===== src/rtl/mem_access_stage_pkg.sv =====
// Shared types and constants for the MEM stage: FSM states, load/store funct3
// encodings, result-source select and access-size decode.
package mem_access_stage_pkg;

    typedef enum logic [1:0] {
        MEM_IDLE = 2'd0,
        MEM_REQ  = 2'd1,
        MEM_RSP  = 2'd2
    } mem_fsm_e;

    typedef enum logic [1:0] {
        SIZE_BYTE = 2'd0,
        SIZE_HALF = 2'd1,
        SIZE_WORD = 2'd2
    } acc_size_e;

    localparam logic [2:0] F3_LB  = 3'b000;
    localparam logic [2:0] F3_LH  = 3'b001;
    localparam logic [2:0] F3_LW  = 3'b010;
    localparam logic [2:0] F3_LBU = 3'b100;
    localparam logic [2:0] F3_LHU = 3'b101;
    localparam logic [2:0] F3_SB  = 3'b000;
    localparam logic [2:0] F3_SH  = 3'b001;
    localparam logic [2:0] F3_SW  = 3'b010;

    localparam logic [1:0] RES_ALU  = 2'b00;
    localparam logic [1:0] RES_LOAD = 2'b01;
    localparam logic [1:0] RES_PC4  = 2'b10;

    // Undefined size encodings fall back to a word access.
    function automatic acc_size_e access_size(input logic [2:0] funct3);
        case (funct3[1:0])
            2'b00:   return SIZE_BYTE;
            2'b01:   return SIZE_HALF;
            default: return SIZE_WORD;
        endcase
    endfunction

endpackage


===== src/rtl/mem_access_stage_load_store_align.sv =====
// Combinational lane steering: store byte enables / replicated write data,
// load byte/half extraction with sign or zero extension, and misalignment.
import mem_access_stage_pkg::*;

module load_store_align (
    input  logic [2:0]  i_funct3,
    input  logic [1:0]  i_addr_lo,
    input  logic [31:0] i_store_data,
    input  logic [31:0] i_rdata,
    output logic [3:0]  o_be,
    output logic [31:0] o_wdata,
    output logic [31:0] o_read_data,
    output logic        o_misaligned
);

    acc_size_e   w_size;
    logic [7:0]  w_byte;
    logic [15:0] w_half;

    assign w_size = access_size(i_funct3);
    assign w_byte = i_rdata[{i_addr_lo, 3'b000} +: 8];
    assign w_half = i_addr_lo[1] ? i_rdata[31:16] : i_rdata[15:0];

    always_comb begin
        o_be         = 4'b1111;
        o_wdata      = i_store_data;
        o_read_data  = i_rdata;
        o_misaligned = 1'b0;
        case (w_size)
            SIZE_BYTE: begin
                o_be        = 4'b0001 << i_addr_lo;
                o_wdata     = {4{i_store_data[7:0]}};
                o_read_data = i_funct3[2] ? {24'd0, w_byte} : {{24{w_byte[7]}}, w_byte};
            end
            SIZE_HALF: begin
                o_be         = 4'b0011 << i_addr_lo;
                o_wdata      = {2{i_store_data[15:0]}};
                o_read_data  = i_funct3[2] ? {16'd0, w_half} : {{16{w_half[15]}}, w_half};
                o_misaligned = i_addr_lo[0];
            end
            default: begin
                o_misaligned = (i_addr_lo != 2'b00);
            end
        endcase
    end

endmodule


===== src/rtl/mem_access_stage.sv =====
// Pipeline MEM stage: drives the req/gnt/rvalid data bus, stalls upstream while
// an access is outstanding, and holds the MEM/WB pipeline register.
import mem_access_stage_pkg::*;

module mem_access_stage #(
    parameter int DATA_WIDTH     = 32,
    parameter int REG_ADDR_WIDTH = 5
) (
    input  logic                      clk,
    input  logic                      rst,
    input  logic                      valid_m_i,
    input  logic                      reg_write_m_i,
    input  logic [1:0]                result_src_m_i,
    input  logic                      mem_write_m_i,
    input  logic [DATA_WIDTH-1:0]     alu_result_m_i,
    input  logic [DATA_WIDTH-1:0]     write_data_m_i,
    input  logic [REG_ADDR_WIDTH-1:0] rd_addr_m_i,
    input  logic [DATA_WIDTH-1:0]     pc_plus_4_m_i,
    input  logic [2:0]                funct3_m_i,
    output logic                      dmem_req_o,
    output logic                      dmem_we_o,
    output logic [DATA_WIDTH-1:0]     dmem_addr_o,
    output logic [3:0]                dmem_be_o,
    output logic [DATA_WIDTH-1:0]     dmem_wdata_o,
    input  logic                      dmem_gnt_i,
    input  logic                      dmem_rvalid_i,
    input  logic [DATA_WIDTH-1:0]     dmem_rdata_i,
    output logic                      stall_m_o,
    output logic                      valid_w_o,
    output logic                      reg_write_w_o,
    output logic [1:0]                result_src_w_o,
    output logic [DATA_WIDTH-1:0]     alu_result_w_o,
    output logic [DATA_WIDTH-1:0]     read_data_w_o,
    output logic [REG_ADDR_WIDTH-1:0] rd_addr_w_o,
    output logic [DATA_WIDTH-1:0]     pc_plus_4_w_o,
    output logic                      misaligned_w_o
);

    mem_fsm_e                  r_state;
    logic                      r_valid_w;
    logic                      r_reg_write_w;
    logic [1:0]                r_result_src_w;
    logic [DATA_WIDTH-1:0]     r_alu_result_w;
    logic [DATA_WIDTH-1:0]     r_read_data_w;
    logic [REG_ADDR_WIDTH-1:0] r_rd_addr_w;
    logic [DATA_WIDTH-1:0]     r_pc_plus_4_w;
    logic                      r_misaligned_w;

    logic                      w_access;
    logic                      w_misaligned;
    logic                      w_req;
    logic                      w_rsp_done;
    logic                      w_stall;
    logic [DATA_WIDTH-1:0]     w_read_data;

    load_store_align u_align (
        .i_funct3     (funct3_m_i),
        .i_addr_lo    (alu_result_m_i[1:0]),
        .i_store_data (write_data_m_i),
        .i_rdata      (dmem_rdata_i),
        .o_be         (dmem_be_o),
        .o_wdata      (dmem_wdata_o),
        .o_read_data  (w_read_data),
        .o_misaligned (w_misaligned)
    );

    assign w_access   = valid_m_i & (mem_write_m_i | (result_src_m_i == RES_LOAD));
    assign w_rsp_done = (r_state == MEM_RSP) & dmem_rvalid_i;
    // Bus outputs come straight from EX/MEM; upstream holds them stable while stalled.
    assign w_req      = ((r_state == MEM_IDLE) & w_access & ~w_misaligned) | (r_state == MEM_REQ);
    assign w_stall    = w_access & ~w_misaligned & ~w_rsp_done;

    assign dmem_req_o   = w_req;
    assign dmem_we_o    = mem_write_m_i;
    assign dmem_addr_o  = {alu_result_m_i[DATA_WIDTH-1:2], 2'b00};
    assign stall_m_o    = w_stall;

    always_ff @(posedge clk or posedge rst) begin
        if (rst) begin
            r_state        <= MEM_IDLE;
            r_valid_w      <= 1'b0;
            r_reg_write_w  <= 1'b0;
            r_result_src_w <= '0;
            r_alu_result_w <= '0;
            r_read_data_w  <= '0;
            r_rd_addr_w    <= '0;
            r_pc_plus_4_w  <= '0;
            r_misaligned_w <= 1'b0;
        end else begin
            case (r_state)
                MEM_IDLE: if (w_req) r_state <= dmem_gnt_i ? MEM_RSP : MEM_REQ;
                MEM_REQ:  if (dmem_gnt_i) r_state <= MEM_RSP;
                MEM_RSP:  if (dmem_rvalid_i) r_state <= MEM_IDLE;
                default:  r_state <= MEM_IDLE;
            endcase

            if (w_stall) begin
                r_valid_w      <= 1'b0;
                r_reg_write_w  <= 1'b0;
                r_misaligned_w <= 1'b0;
            end else begin
                r_valid_w      <= valid_m_i;
                r_reg_write_w  <= valid_m_i & reg_write_m_i & ~(w_access & w_misaligned);
                r_misaligned_w <= w_access & w_misaligned;
                r_result_src_w <= result_src_m_i;
                r_alu_result_w <= alu_result_m_i;
                r_rd_addr_w    <= rd_addr_m_i;
                r_pc_plus_4_w  <= pc_plus_4_m_i;
                if (w_rsp_done) r_read_data_w <= w_read_data;
            end
        end
    end

    assign valid_w_o      = r_valid_w;
    assign reg_write_w_o  = r_reg_write_w;
    assign result_src_w_o = r_result_src_w;
    assign alu_result_w_o = r_alu_result_w;
    assign read_data_w_o  = r_read_data_w;
    assign rd_addr_w_o    = r_rd_addr_w;
    assign pc_plus_4_w_o  = r_pc_plus_4_w;
    assign misaligned_w_o = r_misaligned_w;

endmodule


===== config.mk =====
export PLATFORM = sky130hd
export DESIGN_NAME = mem_access_stage
export DESIGN_NICKNAME = d
export VERILOG_FILES = /design/src/rtl/mem_access_stage_pkg.sv /design/src/rtl/mem_access_stage_load_store_align.sv /design/src/rtl/mem_access_stage.sv
export SDC_FILE = /design/constraint.sdc
export NUM_CORES = 1
export LEC_CHECK = 0
export ABC_CLOCK_PERIOD_IN_PS = 9700
export CAP_MARGIN = 5
export CORE_MARGIN = 4
export CORE_UTILIZATION = 35
export CTS_CLUSTER_SIZE = 8
export DETAILED_ROUTE_END_ITERATION = 7
export GPL_TIMING_DRIVEN = 0
export PLACE_DENSITY = 0.76
export SYNTH_ARGS = -nofsm -noshare
export SYNTH_HDL_FRONTEND = slang
export SYNTH_SLANG_ARGS = --single-unit
export TNS_END_PERCENT = 100

===== constraint.sdc =====
create_clock -name clk -period 9.7 [get_ports clk]
set_clock_uncertainty 0.1 [all_clocks]
set_input_delay 0.97 -clock clk [delete_from_list [all_inputs] [get_ports clk]]
set_output_delay 0.97 -clock clk [all_outputs]
set_load 0.005 [all_outputs]

==> impl_metrics.env <==
export IMPL_dp_cells=1003
export IMPL_r2r_start="r_state[1]"
export IMPL_setup_viol=0
export IMPL_max_freq_ghz=0.2146
export IMPL_cts_inserted_buffers=9
export IMPL_critPathMaxStageDelay_ns=0.50
export IMPL_wl_um=19090
export IMPL_rr_endpoint="alu_result_w_o[18]"
export IMPL_cts_resized=0
export IMPL_synth_area_top_cells="dfrtp_1 (49%), mux2_1 (13%), buf_4 (6.6%)"
export IMPL_violations="DRC"
export IMPL_first_global_vias=5393
export IMPL_nFillCells=1247
export IMPL_syn_avg_cell_area_um2=11.60
export IMPL_min_period_ns=4.659
export IMPL_path_buf_inv=6
export IMPL_firstDrtPassIters=8
export IMPL_max_cap_violations=0
export IMPL_ys_ff_latch=108
export IMPL_synth_top_area_frac=0.4945
export IMPL_r2r_cells=5
export IMPL_start_util=0.3582
export IMPL_place_congestion=0.8629
export IMPL_maxSlewHeadroom=0.4811
export IMPL_rows=45
export IMPL_tns_ns=0
export IMPL_ys_flop_type="dfrtp_1"
export IMPL_die_y_um=133.0
export IMPL_required_ns=8.63
export IMPL_vias=5054
export IMPL_holdWs_ns=0.3888
export IMPL_cts_root_buffer="clkbuf_16"
export IMPL_grt_max_degree=67
export IMPL_ys_async_sr_fraction=1.000
export IMPL_yosysSeqAreaShare=0.4945
export IMPL_pwr_density_cell_nw_per_um2=154.3
export IMPL_critPathKind="in -> out"
export IMPL_hp_class="reg -> reg"
export IMPL_path_cells="clkdlybuf4s50_1 > buf_2 > buf_2 > buf_2 > clkbuf_1 > o21ai_0 > clkdlybuf4s50_1"
export IMPL_antenna_left=0
export IMPL_drive_above_1_share=0.1559
export IMPL_min_path_cells=1
export IMPL_routed_via_density=4.960
export IMPL_p_leak_nw=3.916
export IMPL_yosysWarningCount=0
export IMPL_antenna_cells=0
export IMPL_worstPathMaxFanout=10
export IMPL_status="complete, but fails checks"
export IMPL_cts_sinks=108
export IMPL_regToRegSetupSlack_ns=7.68
export IMPL_clkTransAtPathRegs_ns=0.07
export IMPL_hold_viol=0
export IMPL_synthToLayoutAreaGrowth_pct=69.16
export IMPL_timing_critical_path_mode_cell="buf_2"
export IMPL_start_kind="input pin"
export IMPL_dp_hpwl_um=15320
export IMPL_die_area_um2=17680
export IMPL_yosys_area_top_type="dfrtp_1"
export IMPL_htree_levels=3
export IMPL_min_from="pc_plus_4_w_o[1]"
export IMPL_end_kind="output port"
export IMPL_num_io_pins=322
export IMPL_coreArea_um2=15260
export IMPL_io_buffers=319
export IMPL_antenna_found_initial=0
export IMPL_cts_hold_buf=0
export IMPL_ir_drop_mv=0.08058
export IMPL_cts_tree="done"
export IMPL_grt_pass1_wl_um=29500
export IMPL_drt_iter0_drc=295
export IMPL_cts_buffer_depth=2
export IMPL_rsz0062_at_grt="no"
export IMPL_ys_types=44
export IMPL_fin_crit_sh=0.4804
export IMPL_worst_endpoint_arrival_ns=3.59
export IMPL_worstMarginPinSlew_ns=0.7783
export IMPL_synth_cells=471
export IMPL_placed_area_um2=8956
export IMPL_grt_use_total=0.2103
export IMPL_worstHoldEndpoint="pc_plus_4_w_o[1]"
export IMPL_fp_dieW_um=133.0
export IMPL_overflow=0
export IMPL_synth_edf_count=0
export IMPL_drt_wirelength_per_cell_um=18.74
export IMPL_insertion_delay_ns=0.34
export IMPL_slowest_stage="clkdlybuf4s50_1"
export IMPL_drv_slew=0
export IMPL_drc_errors=5
export IMPL_cts_setup_buffers=0
export IMPL_synth_area_um2=5465
export IMPL_nNetsFinal=948
export IMPL_fin_area_um2=9245
export IMPL_cpLargestDelayFamily="buffers and inverters"
export IMPL_fin_cells=1019
## final cells by class
| class | instances | area [um^2] | share of cell area |
|---|---|---|---|
| tap | 211 | 264.0 | 0.02856 |
| clock buffer | 11 | 252.7 | 0.02734 |
| sequential | 108 | 2703 | 0.2923 |
| timing repair buffer | 320 | 3221 | 0.3484 |
| buffer | 71 | 473.0 | 0.05116 |
| multi-input combinational | 288 | 2275 | 0.2460 |
| clock inverter | 5 | 36.28 | 0.003925 |
| inverter | 5 | 21.27 | 0.002301 |
## cell usage in the layout, fill, tap and decap left out, drive strengths merged, types with 3 or more instances in the layout
| cell | count |
|---|---|
| a21oi | 13 |
| a222oi | 7 |
| a31oi | 8 |
| and3 | 7 |
| buf | 62 |
| clkbuf | 21 |
| clkdlybuf4s50 | 319 |
| clkinv | 5 |
| dfrtp | 108 |
| inv | 5 |
| mux2 | 91 |
| mux2i | 15 |
| nand2 | 36 |
| nand3 | 33 |
| nor2 | 18 |
| nor2b | 10 |
| nor3 | 4 |
| o211ai | 7 |
| o21ai | 14 |
| o22ai | 3 |
## layer usage
layer	routed length (um)	vias up	track usage
met2	10010	294	0.3837
met3	1843	39	0.06730
met5	0	-	0
met4	442	0	0.08256
li1	-	2295	-
met1	6798	2426	0.2246
## synthesized netlist by cell type, types with 2 or more instances
library cell and number:
dfrtp_1 108, mux2_1 62, buf_4 48, nand2_1 36, mux2_2 29, nand3_1 23
nor2_1 17, mux2i_1 15, o21ai_0 14, a21oi_1 13, clkbuf_1 10, nand3_2 10
nor2b_1 10, buf_2 9, a31oi_1 8, a222oi_1 7, and3_1 7, o211ai_1 6
inv_1 4, nor3_1 3, o22ai_1 3, and2_1 2, buf_1 2, buf_6 2
nor3b_1 2, o21bai_1 2, or2_2 2
## power by group
part | internal [mW] | switching (mW) | leakage (nW)
sequential | 0.535 | 0.0495 | 1.29
combinational | 0.310 | 0.181 | 2.49
clock | 0.189 | 0.162 | 0.145
## worst reg2reg max path: stages (launching register included)
cell and delay [ns]:
dfrtp_1 0.41, and3b_1 0.18, clkbuf_1 0.23, nor2_4 0.35, buf_4 0.29, mux2_1 0.35
## per-stage QoR
step	power (mW)	utilization	setup slack, ns
2_1_floorplan	0.7502	-	5.784
3_3_place_gp	1.073	0.5850	4.281
3_5_place_dp	1.089	0.5870	5.050
4_1_cts	1.449	0.6059	5.035
5_1_grt	1.502	0.6059	4.902
6_report	1.427	0.6059	5.041
## flip-flops by register name, summed over array words and instances, names as in the netlist
name and flops:
pc_plus_4_w_o 32, rd_addr_w_o 5, alu_result_w_o 32, r_state 2, misaligned_w_o 1, read_data_w_o 32
reg_write_w_o 1, result_src_w_o 2, valid_w_o 1
## kinds of logic (layout without fill, tap and decap cells)
logic type	after synthesis	in the layout	synth area share
simple gates	118	118	0.1145
buf+inv	76	412	0.08997
flops	108	108	0.4945
mux	107	107	0.2191
compound gates	61	61	0.08127
other cells	1	2	0.0006862
## worst max path at each step
stage,to,startpoint,cells past startpoint
finish,dmem_wdata_o[27],funct3_m_i[1],7
global route,dmem_wdata_o[27],funct3_m_i[1],7
CTS,dmem_wdata_o[27],funct3_m_i[1],8
detailed placement,dmem_wdata_o[27],funct3_m_i[1],8
global placement,pc_plus_4_w_o[28],rst,2
floorplan,alu_result_w_o[0],rst,1
No activity file was read; power rests on OpenSTA's default activity.
